`src/rtl/hub75_scan_ctrl.sv`:
```
// HUB75 row-scan sequencer: preload, wait, swap+paint per row over a run-time row window,
// linear or interleaved order, with looping, graceful stop and frame accounting.
module hub75_scan_ctrl #(
  parameter int unsigned N_ROWS      = 32,
  parameter int unsigned LOG_N_ROWS  = $clog2(N_ROWS),
  parameter int unsigned FRAME_CNT_W = 8
) (
  input  logic                   clk,
  input  logic                   rst_n,
  input  logic [LOG_N_ROWS-1:0]  cfg_row_first,
  input  logic [LOG_N_ROWS-1:0]  cfg_row_last,
  input  logic                   cfg_interleave,
  input  logic                   cfg_loop,
  input  logic                   ctrl_go,
  input  logic                   ctrl_stop,
  output logic                   ctrl_rdy,
  output logic                   cfg_err,
  output logic [LOG_N_ROWS-1:0]  bcm_row,
  output logic                   bcm_go,
  input  logic                   bcm_rdy,
  output logic [LOG_N_ROWS-1:0]  fb_row_addr,
  output logic                   fb_row_load,
  input  logic                   fb_row_rdy,
  output logic                   fb_row_swap,
  output logic                   frame_start,
  output logic                   frame_done,
  output logic [FRAME_CNT_W-1:0] frame_cnt
);

  localparam int unsigned RW = LOG_N_ROWS;
  localparam int unsigned EW = LOG_N_ROWS + 1;

  localparam logic [1:0] S_IDLE  = 2'd0;
  localparam logic [1:0] S_LOAD  = 2'd1;
  localparam logic [1:0] S_WAIT  = 2'd2;
  localparam logic [1:0] S_PAINT = 2'd3;

  logic [1:0]             r_state;
  logic [RW-1:0]          r_row;
  logic                   r_phase;
  logic [RW-1:0]          r_first;
  logic [RW-1:0]          r_last;
  logic                   r_il;
  logic                   r_loop;
  logic                   r_stop_pend;
  logic [FRAME_CNT_W-1:0] r_frame_cnt;
  logic                   r_ctrl_rdy;
  logic                   r_cfg_err;
  logic                   r_bcm_go;
  logic                   r_fb_load;
  logic                   r_frame_start;
  logic                   r_frame_done;

  logic [1:0]    w_nxt_state;
  logic [RW-1:0] w_nxt_row;
  logic          w_nxt_phase;
  logic          w_latch;
  logic          w_cnt_inc;
  logic          w_cfg_err;
  logic          w_fs;
  logic          w_fd;
  logic          w_last;
  logic [EW-1:0] w_row_p2;
  logic [EW-1:0] w_first_p1;
  logic [EW-1:0] w_last_ext;

  // Row+2 and first+1 are compared one bit wider so the top row never wraps to 0
  always_comb begin
    w_row_p2   = {1'b0, r_row} + EW'(2);
    w_first_p1 = {1'b0, r_first} + EW'(1);
    w_last_ext = {1'b0, r_last};
    if (r_il) begin
      w_last = (w_row_p2 > w_last_ext) && (r_phase || (w_first_p1 > w_last_ext));
    end else begin
      w_last = (r_row == r_last);
    end
  end

  always_comb begin
    w_nxt_state = r_state;
    w_nxt_row   = r_row;
    w_nxt_phase = r_phase;
    w_latch     = 1'b0;
    w_cnt_inc   = 1'b0;
    w_cfg_err   = 1'b0;
    w_fs        = 1'b0;
    w_fd        = 1'b0;
    case (r_state)
      S_IDLE: begin
        if (ctrl_go) begin
          if (cfg_row_first <= cfg_row_last) begin
            w_latch     = 1'b1;
            w_nxt_row   = cfg_row_first;
            w_nxt_phase = 1'b0;
            w_nxt_state = S_LOAD;
            w_fs        = 1'b1;
          end else begin
            w_cfg_err = 1'b1;
          end
        end
      end
      S_LOAD: w_nxt_state = S_WAIT;
      S_WAIT: begin
        if (bcm_rdy && fb_row_rdy) begin
          w_nxt_state = S_PAINT;
          w_fd        = w_last;
        end
      end
      S_PAINT: begin
        if (w_last) begin
          w_cnt_inc = 1'b1;
          if (r_loop && !r_stop_pend && !ctrl_stop) begin
            w_nxt_row   = r_first;
            w_nxt_phase = 1'b0;
            w_nxt_state = S_LOAD;
            w_fs        = 1'b1;
          end else begin
            w_nxt_state = S_IDLE;
          end
        end else begin
          w_nxt_state = S_LOAD;
          if (!r_il) begin
            w_nxt_row = r_row + RW'(1);
          end else if (!r_phase && (w_row_p2 > w_last_ext)) begin
            w_nxt_row   = RW'(w_first_p1);
            w_nxt_phase = 1'b1;
          end else begin
            w_nxt_row = RW'(w_row_p2);
          end
        end
      end
      default: w_nxt_state = S_IDLE;
    endcase
  end

  // State, latched config and registered strobes decoded from the next state
  always_ff @(posedge clk) begin
    if (!rst_n) begin
      r_state       <= S_IDLE;
      r_row         <= '0;
      r_phase       <= 1'b0;
      r_first       <= '0;
      r_last        <= '0;
      r_il          <= 1'b0;
      r_loop        <= 1'b0;
      r_stop_pend   <= 1'b0;
      r_frame_cnt   <= '0;
      r_ctrl_rdy    <= 1'b1;
      r_cfg_err     <= 1'b0;
      r_bcm_go      <= 1'b0;
      r_fb_load     <= 1'b0;
      r_frame_start <= 1'b0;
      r_frame_done  <= 1'b0;
    end else begin
      r_state <= w_nxt_state;
      r_row   <= w_nxt_row;
      r_phase <= w_nxt_phase;
      if (w_latch) begin
        r_first <= cfg_row_first;
        r_last  <= cfg_row_last;
        r_il    <= cfg_interleave;
        r_loop  <= cfg_loop;
      end
      if (r_state == S_IDLE) begin
        r_stop_pend <= 1'b0;
      end else if (ctrl_stop) begin
        r_stop_pend <= 1'b1;
      end
      if (w_latch) begin
        r_frame_cnt <= '0;
      end else if (w_cnt_inc) begin
        r_frame_cnt <= r_frame_cnt + FRAME_CNT_W'(1);
      end
      r_ctrl_rdy    <= (w_nxt_state == S_IDLE);
      r_cfg_err     <= w_cfg_err;
      r_bcm_go      <= (w_nxt_state == S_PAINT);
      r_fb_load     <= (w_nxt_state == S_LOAD);
      r_frame_start <= w_fs;
      r_frame_done  <= w_fd;
    end
  end

  assign ctrl_rdy    = r_ctrl_rdy;
  assign cfg_err     = r_cfg_err;
  assign bcm_row     = r_row;
  assign bcm_go      = r_bcm_go;
  assign fb_row_addr = r_row;
  assign fb_row_load = r_fb_load;
  assign fb_row_swap = r_bcm_go;
  assign frame_start = r_frame_start;
  assign frame_done  = r_frame_done;
  assign frame_cnt   = r_frame_cnt;

endmodule

```
`config.mk`:
```
export PLATFORM = sky130hd
export DESIGN_NAME = hub75_scan_ctrl
export DESIGN_NICKNAME = d
export VERILOG_FILES = /design/src/rtl/hub75_scan_ctrl.sv
export SDC_FILE = /design/constraint.sdc
export NUM_CORES = 1
export LEC_CHECK = 0
export BUFFER_PORTS_ARGS = -buffer_cell sky130_fd_sc_hd__buf_4
export CAP_MARGIN = 20
export CORE_ASPECT_RATIO = 0.6
export CORE_UTILIZATION = 56
export CTS_CLUSTER_SIZE = 25
export DETAILED_ROUTE_END_ITERATION = 8
export GPL_TIMING_DRIVEN = 0
export PLACE_DENSITY_LB_ADDON = 0.2
export SETUP_SLACK_MARGIN = 0.15
export SYNTH_ARGS = -nofsm -noshare
export SYNTH_HDL_FRONTEND = slang
export SYNTH_SLANG_ARGS = --single-unit
```
`constraint.sdc`:
```
create_clock -name clk -period 3.15 [get_ports clk]
set_input_delay 0.4725 -clock clk [delete_from_list [all_inputs] [get_ports clk]]
set_output_delay 0.4725 -clock clk [all_outputs]
set_load 0.01 [all_outputs]
```
==> run_results.csv, run 1 <==
group,metric,value,unit
run_status,run_status,"finished clean",
sta,worst_slew_pin_slew,780.8,ps
sta,drv_slew,0,
detailed_routing,drtIter0Drc,210,
clock_network,cts_buffers,5,
setup_path,crit_family,"compound AO/OA/AOI/OAI gates",
grt,grt_pass1_wl,10120,um
placement,dp_slack,-24.32,ps
setup_path,timing.critical_path.buf_inv,1,
setup_path,crit_cells,12,
floorplan,fp.dieH,52.24,um
sta,finalHoldViolCount,0,
clock_network,cts-root-buf,"clkbuf_8",
detailed_routing,drc_errors,0,
sta,maxSlewHeadroom,47.60,%
synth,ys_warn_count,0,
sta,rsz0062_at_grt,"false",
clock_network,clkTransAtPathRegs,70,ps
grt,grt_usage,29.94,%
synth,synth_area,2356,um2
clock_network,cts_tree,"yes",
floorplan,dieArea,4479,um2
worst_hold_path,hold_class,"in -> reg",
setup_path,rrSetupSlack,200,ps
final_layout,final_layout_size_suffix_gt1_share,30.00,%
setup_path,rr_worst_depth,12,
detailed_routing,final_antenna_net_count,0,
clock_network,htreeDepth,2,
setup_path,cp_slowest_cell,"a2111oi_4",
final_layout,final_cells,387,
sta,finalCriticalPeriod,2945,ps
final_layout,n_antenna_cell,0,
final_layout,fin_area,3018,um2
setup_path,cp-start-kind,"flop",
worst_hold_path,hold_path_depth,3,
final_layout,syn_to_final_growth,28.09,%
synth,syn_inst,275,
grt,first_global_vias,2041,
setup_path,cp_max_fo,8,
placement,dp.cells,373,
sta,fin_tns_setup,0,ps
synth,synth_fp_nets,315,
detailed_routing,wl_per_cell,16.82,um
synth,ys_async_sr_fraction,0,%
grt,antenna_found_initial,0,
worst_hold_path,hold_start,"cfg_interleave",
setup_path,arrival,3110,ps
detailed_routing,vias,2376,
clock_network,clkLatencyLatePin,290,ps
power_and_ir_drop,p_total,2.635,mW
sta,fin_crit_sh,93.50,%
detailed_routing,routed_wl,6511,um
floorplan,rows,17,
sta,worst_slack,204.8,ps
power_and_ir_drop,max-vdd-ir-drop,0.4382,mV
synth,synth_ff_type,"dfxtp_1",
clock_network,cts_buffer_depth,2,
setup_path,crit_chain,"ha_4, nand3_2, xnor2_2, ha_1, and3_4, o21ai_1, a32o_2, a2111oi_4, buf_6, nor2_2, a211oi_1, o22ai_1",
detailed_routing,drtPass1Iterations,5,
floorplan,ioPinCount,43,
sta,skew,5.816,ps
floorplan,core,3850,um2
worst_hold_path,hold_end,"r_il",
power_and_ir_drop,power_density,873.0,nW/um2
sta,fmax,339.5,MHz
sta,finalSetupViolations,0,
setup_path,max_stage_delay,460,ps
clock_network,ctsHoldBuffers,0,
setup_path,crit_required,3310,ps
synth,synth.distinct_cells,50,
grt,grt_max_degree,12,
placement,io_buffers,41,
clock_network,cts_sinks,35,
synth,ys_ff_latch,35,
final_layout,fillers,266,
synth,avgSynthCellArea,8.567,um2
synth,synth-edff-count,0,
floorplan,initial_core_util,61.20,%
setup_path,cp-end-kind,"flop",
floorplan,die_w,85.74,um
placement,gp_congestion,0.9164,
job,cap_viol_max_count,0,
grt,overflow,0,
power_and_ir_drop,p_leak,1.321,nW
placement,hpwlAfterDp,4626,um
setup_path,rr_startpoint,"r_first[1]",
detailed_routing,vias_per_cell,6.140,
setup_path,r2r-end,"bcm_row[2]",
setup_path,path_class,"reg -> reg",
placement,place_area,2735,um2
final_layout,num-nets-final,370,
synth,yosysSeqAreaShare,29.74,%
-- repair_timing --
action | CTS | global route
pin swaps | 2 | 8
gates resized for setup | 10 | 22
endpoints found under the setup margin | 13 | 17
hold endpoints to repair | 0 | 0
buffers inserted | 0 | 7
-- per-layer routing --
layer | vias up | track usage, % | share of wire (%)
li1 | 1090 | - | -
met2 | 151 | 44.67 | 41
met5 | - | 0 | 0
met4 | 0 | 5.833 | 1.8
met1 | 1118 | 43.65 | 46
met3 | 17 | 7.717 | 10
-- cells by family (layout without fill, tap and decap cells) --
family          Yosys count  after routing  share of synthesized area, %
compound gates           61             61                         20.50
xor+xnor                 17             17                         6.320
fa+ha+maj                22             22                         11.68
buf+inv                  40             95                         8.125
flops                    35             35                         29.74
mux                      15             15                         6.426
simple gates             85             85                         17.21
-- tightest hold or removal path: cells and delay by family --
kind                   cells  cell delay, ps
buffers and inverters      1              80
AND/OR/NAND/NOR            1              70
AO/OA/AOI/OAI              1              50
-- area by class of cell --
| type | instances | area (um2) | share of cell area (%) |
|---|---|---|---|
| multi-input combinational | 200 | 1569 | 51.99 |
| sequential | 35 | 713.2 | 23.63 |
| timing repair buffer | 48 | 360.3 | 11.94 |
| buffer | 17 | 111.4 | 3.690 |
| inverter | 23 | 86.33 | 2.861 |
| tap | 57 | 71.32 | 2.363 |
| clock buffer | 5 | 68.82 | 2.280 |
| clock inverter | 2 | 37.54 | 1.244 |
-- sequential cells by signal, indices dropped and copies added (netlist names) --
name,count
fb_row_load,1
frame_cnt,8
r_state,2
ctrl_rdy,1
r_il,1
r_first,5
r_phase,1
r_stop_pend,1
r_last,5
bcm_go,1
bcm_row,5
r_loop,1
frame_done,1
frame_start,1
cfg_err,1
-- stage by stage --
step           hold slack [ps]  utilization [%]
3_5_place_dp             488.5            71.04
3_3_place_gp             480.3            71.04
4_1_cts                  417.8            74.62
6_report                 410.1            78.39
5_1_grt                  446.8            78.39
2_1_floorplan            460.2                -
-- worst max path at each step --
stage,start,to,slack (ps)
6_report,r_first[1],bcm_row[2],200
3_3_place_gp,bcm_row[2],bcm_row[3],20
2_1_floorplan,bcm_row[2],bcm_row[3],270
3_5_place_dp,bcm_row[2],bcm_row[3],-20
4_1_cts,r_first[0],bcm_row[3],120
5_1_grt,r_first[0],frame_cnt[5],130
-- cells in the final DEF, fill, tap and decap left out, types with 5 or more instances in the layout --
| cell | count |
|---|---|
| buf_4 | 54 |
| nor2_1 | 34 |
| dfxtp_1 | 29 |
| inv_1 | 23 |
| ha_1 | 20 |
| nand2_1 | 15 |
| mux2i_1 | 14 |
| xor2_1 | 12 |
| a21oi_1 | 10 |
| nand3_1 | 7 |
| o211ai_1 | 7 |
| clkbuf_1 | 6 |
| nor3_1 | 6 |
| a211oi_1 | 5 |
| clkbuf_8 | 5 |
-- synthesized netlist by cell type (4+ instances only) --
| master | count | area share, % |
|---|---|---|
| nand3_1 | 9 | 1.9 |
| xor2_1 | 12 | 4.5 |
| a31oi_1 | 4 | 1.1 |
| inv_1 | 23 | 3.7 |
| nand2_1 | 15 | 2.4 |
| a211oi_1 | 7 | 2.2 |
| o21ai_0 | 4 | 0.85 |
| o2111ai_1 | 5 | 1.9 |
| buf_4 | 6 | 1.9 |
| mux2i_1 | 14 | 5.9 |
| xnor2_1 | 5 | 1.9 |
| and3_1 | 5 | 1.3 |
| nor2_1 | 35 | 5.6 |
| ha_1 | 22 | 12 |
| a21oi_1 | 10 | 2.1 |
| clkbuf_1 | 6 | 0.96 |
| dfxtp_1 | 35 | 30 |
| nor3_1 | 6 | 1.3 |
| o211ai_1 | 7 | 2.2 |
-- power breakdown --
group	switching (mW)	internal (mW)	total [mW]
Clock	0.171	0.231	0.402
Combinational	0.879	0.701	1.58
Sequential	0.119	0.533	0.652
Total	1.17	1.46	2.63
Power figures use the tool's default switching activity.
==> run 2: changes to the inputs <==
ABC_CLOCK_PERIOD_IN_PS = 3150   (was not set)
CORE_MARGIN = 4   (was not set)
==> run_results.csv, run 2 (synthesis gave the netlist of run 1 again) <==
group,metric,value,unit
clock_network,htreeDepth,2,
final_layout,mostFrequentLayoutCells,"buf_4, nor2_1, dfxtp_1",
power_and_ir_drop,power_density,878.6,nW/um2
clock_network,cts_sinks,35,
setup_path,rrSetupSlack,200,ps
placement,place_area,2735,um2
floorplan,dieArea,5343,um2
clock_network,cts_buffers,5,
final_layout,final_common_cell,"buf_4",
sta,maxSlewHeadroom,53.45,%
setup_path,cp-end-kind,"flop",
sta,finalSetupViolations,0,
setup_path,cp_max_fo,5,
grt,grt_pass1_wl,10300,um
final_layout,syn_to_final_growth,28.73,%
run_status,run_status,"finished clean",
worst_hold_path,hold_start,"cfg_interleave",
detailed_routing,vias,2362,
sta,finalCriticalPeriod,2945,ps
setup_path,rr_worst_depth,12,
final_layout,multiInputGateArea,1573,um2
final_layout,seq_area,718.2,um2
detailed_routing,wl_per_cell,17.12,um
detailed_routing,drtPass1Iterations,5,
final_layout,fin_area,3033,um2
power_and_ir_drop,p_sw_share,44.48,%
detailed_routing,drtIter0Drc,359,
floorplan,core,3850,um2
final_layout,fillers,264,
sta,holdWs,403.7,ps
final_layout,final_layout_size_suffix_gt1_share,30.61,%
grt,grt_usage,24.27,%
clock_network,cts_tree,"yes",
sta,rsz0062_at_grt,"true",
setup_path,arrival,3120,ps
detailed_routing,drc_errors,0,
clock_network,ctsHoldBuffers,0,
worst_hold_path,hold_class,"in -> reg",
clock_network,clkTransAtPathRegs,80,ps
placement,hpwlAfterDp,4825,um
grt,first_global_vias,2169,
floorplan,fp.dieH,58.24,um
worst_hold_path,hold_path_depth,3,
floorplan,die_w,91.74,um
worst_hold_path,hold_end,"r_il",
final_layout,num-nets-final,369,
grt,overflow,0,
clock_network,cts_buffer_depth,2,
detailed_routing,final_antenna_net_count,0,
sta,worst_slew_pin_slew,693.5,ps
power_and_ir_drop,p_switching,1.185,mW
power_and_ir_drop,power.share.sequential,24.7,%
setup_path,path_class,"reg -> reg",
detailed_routing,vias_per_cell,6.103,
detailed_routing,routed_wl,6625,um
clock_network,clkLatencyLatePin,300,ps
placement,gp_congestion,0.9612,
placement,io_buffers,41,
sta,finalHoldViolCount,0,
clock_network,cts-root-buf,"clkbuf_8",
sta,fmax,339.6,MHz
power_and_ir_drop,p_int,1.479,mW
final_layout,largest_reg_flops,8,
power_and_ir_drop,p_leak,1.326,nW
setup_path,crit_required,3320,ps
sta,fin_crit_sh,93.49,%
job,cap_viol_max_count,0,
floorplan,rows,17,
power_and_ir_drop,p_comb_share,59.6,%
sta,skew,12.07,ps
setup_path,rr_startpoint,"r_first[1]",
power_and_ir_drop,max-vdd-ir-drop,0.4506,mV
floorplan,initial_core_util,61.20,%
floorplan,ioPinCount,43,
setup_path,r2r-end,"bcm_row[4]",
final_layout,n_antenna_cell,0,
setup_path,cp-start-kind,"flop",
grt,grt_max_degree,14,
sta,drv_slew,0,
grt,antenna_found_initial,0,
power_and_ir_drop,clockPowerShare,15.7,%
sta,fin_tns_setup,0,ps
run 2: cell count changes in the layout (fill, tap and decap cells not counted), moves of 2 or more:
cell,change
buf_4,-2
dfxtp_2,-2
dfxtp_4,+2
o21ai_1,-2
run 2: power groups by stage:
stage | sequential [mW] | clock, mW | combinational [mW]
after detailed placement | 0.642 | 0 | 1.41
final | 0.659 | 0.418 | 1.59
after global placement | 0.639 | 0 | 1.37
after global routing | 0.670 | 0.441 | 1.71
after floorplan | 0.631 | 0 | 1.03
after CTS | 0.638 | 0.420 | 1.46
run 2: critical path: stages (launching register included):
cell and delay [ps]:
dfxtp_4 400, ha_4 170, nand3_4 80, xnor2_2 150, ha_1 330, and3_4 200, o21ai_2 50, a32o_2 260
a2111o_1 450, buf_4 170, o2111ai_1 90, o211ai_1 130, a311oi_1 360
run 2: cell type report:
type | count | area share [%]
Inverter | 23 | 2.847
Tap cell | 57 | 2.351
Buffer | 17 | 3.672
Clock inverter | 3 | 1.568
Timing Repair Buffer | 47 | 11.76
Clock buffer | 5 | 2.269
Sequential cell | 35 | 23.68
Multi-Input combinational cell | 200 | 51.86
run 2: layer usage:
layer | wire length (um) | vias up | global-route usage (%)
met5 | 0 | - | 0
met4 | 192 | 0 | 8.457
met3 | 717 | 27 | 6.485
met2 | 2736 | 143 | 36.97
met1 | 2979 | 1098 | 33.36
li1 | - | 1094 | -
run 2: through the flow:
stage,worst slack [ps],util [%],total power [mW],std cells
CTS,154.3,76.02,2.515,383
global route,110.8,78.78,2.818,387
floorplan,274.5,-,1.656,275
detailed placement,-89.29,71.04,2.049,373
global placement,-23.85,71.04,2.006,373
finish,205.0,78.78,2.665,387
run 2: how the worst max path moves through the flow:
stage                     cells past startpoint  startpoint  slack, ps      endpoint
after global placement                       11  bcm_row[2]        -20    bcm_row[4]
after detailed placement                     11  r_first[0]        -90    bcm_row[1]
final                                        12  r_first[1]        200    bcm_row[4]
after global routing                         13  r_first[1]        110  frame_cnt[2]
after floorplan                              11  bcm_row[2]        270    bcm_row[3]
after CTS                                    11  r_first[0]        150    bcm_row[4]
run 2: repair_timing:
action / CTS / global route
pin swaps: 4 / 10
resized for setup: 17 / 18
setup buffers: 2 / 4
endpoints found under the setup margin: 18 / 19
==> run 3: changes to the inputs <==
CORE_UTILIZATION = 49   (was 56)
CTS_CLUSTER_DIAMETER = 40   (was not set)
==> run_results.csv, run 3 (synthesis gave the netlist of run 1 again) <==
group,metric,value,unit
run_status,run_status,"finished clean",
grt,antenna_found_initial,0,
final_layout,seq_area,713.2,um2
placement,dp.cells,379,
setup_path,rr_startpoint,"r_first[1]",
final_layout,n_antenna_cell,0,
detailed_routing,drtIter0Drc,182,
sta,finalCriticalPeriod,3008,ps
placement,hpwlAfterDp,4904,um
power_and_ir_drop,p_total,2.605,mW
power_and_ir_drop,p_leak,1.335,nW
setup_path,arrival,3250,ps
setup_path,cp-end-kind,"flop",
setup_path,crit_chain,"buf_4, nand3_2, xnor2_2, ha_1, and3_4, o21ai_0, a32o_2, a2111oi_4, buf_6, o211ai_1, a211oi_1, a211o_1",
detailed_routing,drc_errors,0,
sta,worst_slew_pin_slew,694.2,ps
grt,grt_util_met2,31.16,%
clock_network,clkTransAtPathRegs,80,ps
floorplan,dieArea,6018,um2
grt,first_global_vias,2144,
clock_network,cts-root-buf,"clkbuf_8",
floorplan,ioPinCount,43,
final_layout,fillers,417,
setup_path,crit_start,"r_first[1]",
placement,io_buffers,41,
setup_path,cp_slowest_cell,"a2111oi_4",
grt,grt_pass1_wl,10490,um
grt,grt_max_degree,13,
final_layout,final_layout_size_suffix_gt1_share,31.63,%
clock_network,cts_tree,"yes",
power_and_ir_drop,max-vdd-ir-drop,0.4522,mV
sta,fin_crit_sh,95.50,%
detailed_routing,final_antenna_net_count,0,
clock_network,htreeDepth,2,
setup_path,max_stage_delay,480,ps
sta,fmax,332.4,MHz
clock_network,cts_buffers,5,
detailed_routing,vias_per_cell,5.704,
clock_network,clkLatencyLatePin,290,ps
final_layout,mostFrequentLayoutCells,"buf_4, nor2_1, dfxtp_1",
job,cap_viol_max_count,0,
final_layout,final_cells,395,
sta,rsz0062_at_grt,"true",
final_layout,largest_reg_flops,8,
sta,maxSlewHeadroom,53.41,%
placement,place_area,2743,um2
detailed_routing,drtPass1Iterations,5,
detailed_routing,vias,2253,
setup_path,path_class,"reg -> reg",
sta,worst_slack,141.7,ps
floorplan,initial_core_util,51.09,%
clock_network,cts_buffer_depth,2,
setup_path,cp_max_fo,7,
floorplan,core,4612,um2
grt,grt_use_met1,32.34,%
sta,fin_tns_setup,0,ps
grt,use_met3,6.466,%
setup_path,crit_required,3390,ps
detailed_routing,routed_wl,6659,um
floorplan,fp.dieH,61.71,um
sta,finalHoldViolCount,0,
detailed_routing,wl_per_cell,16.86,um
grt,overflow,0,
sta,skew,8.979,ps
sta,drv_slew,0,
setup_path,cp-start-kind,"flop",
floorplan,rows,19,
final_layout,fin_area,3042,um2
final_layout,num-nets-final,371,
power_and_ir_drop,power_density,856.4,nW/um2
grt,grt_usage,22.13,%
grt,grt_busiest_layer,"met1",
final_layout,multiInputGateArea,1585,um2
worst_hold_path,hold_class,"in -> reg",
final_layout,syn_to_final_growth,29.10,%
final_layout,final_common_cell,"buf_4",
worst_hold_path,hold_start,"cfg_interleave",
floorplan,die_w,97.52,um
placement,dp_slack,-82.70,ps
sta,finalSetupViolations,0,
placement,gp_congestion,0.9036,
clock_network,cts_sinks,35,
-- run 3: critical path: cells and delay by family, from the launching register on --
kind            cells  cell delay, ps
xor+xnor            1             180
simple gates        2             300
compound gates      6            1440
fa+ha+maj           1             320
buf+inv             2             360
flops               1             370
-- run 3: routing by layer --
metal  vias to the layer above  wire [um]
met3                        13        685
met1                      1036       3179
li1                       1094          -
met2                       110       2691
met4                         0        103
met5                         -          0
-- run 3: final cells by class --
class	count	area share (%)
Timing Repair Buffer	49	12.09
Multi-Input combinational cell	200	52.12
Buffer	17	3.661
Inverter	23	2.838
Sequential cell	35	23.45
Tap cell	63	2.592
Clock inverter	2	0.5348
Clock buffer	6	2.715
-- run 3: worst paths after layout --
check / end / slack, ps / cells past startpoint
min: r_il / 410 / 3
min reg2reg: frame_cnt[1] / 500 / 2
max reg2reg: ctrl_rdy / 140 / 12
max: ctrl_rdy / 140 / 12
-- run 3: metrics by stage --
stage	util (%)	hold WS (ps)
2_1_floorplan	-	460.2
3_3_place_gp	59.47	481.0
3_5_place_dp	59.47	490.0
4_1_cts	63.37	409.3
5_1_grt	65.95	420.6
6_report	65.95	414.3
-- run 3: where the power goes --
part	internal [mW]	switching, mW
Combinational	0.715	0.894
Clock	0.178	0.168
Sequential	0.533	0.116
-- run 3: what timing repair did --
| item | in CTS | in global routing |
|---|---|---|
| endpoints found under the hold margin | 0 | 0 |
| hold buffers | 0 | 0 |
| buffers inserted | 4 | 4 |
| pin swaps | 4 | 9 |
| resized for setup | 16 | 18 |
| endpoints found under the setup margin | 19 | 18 |
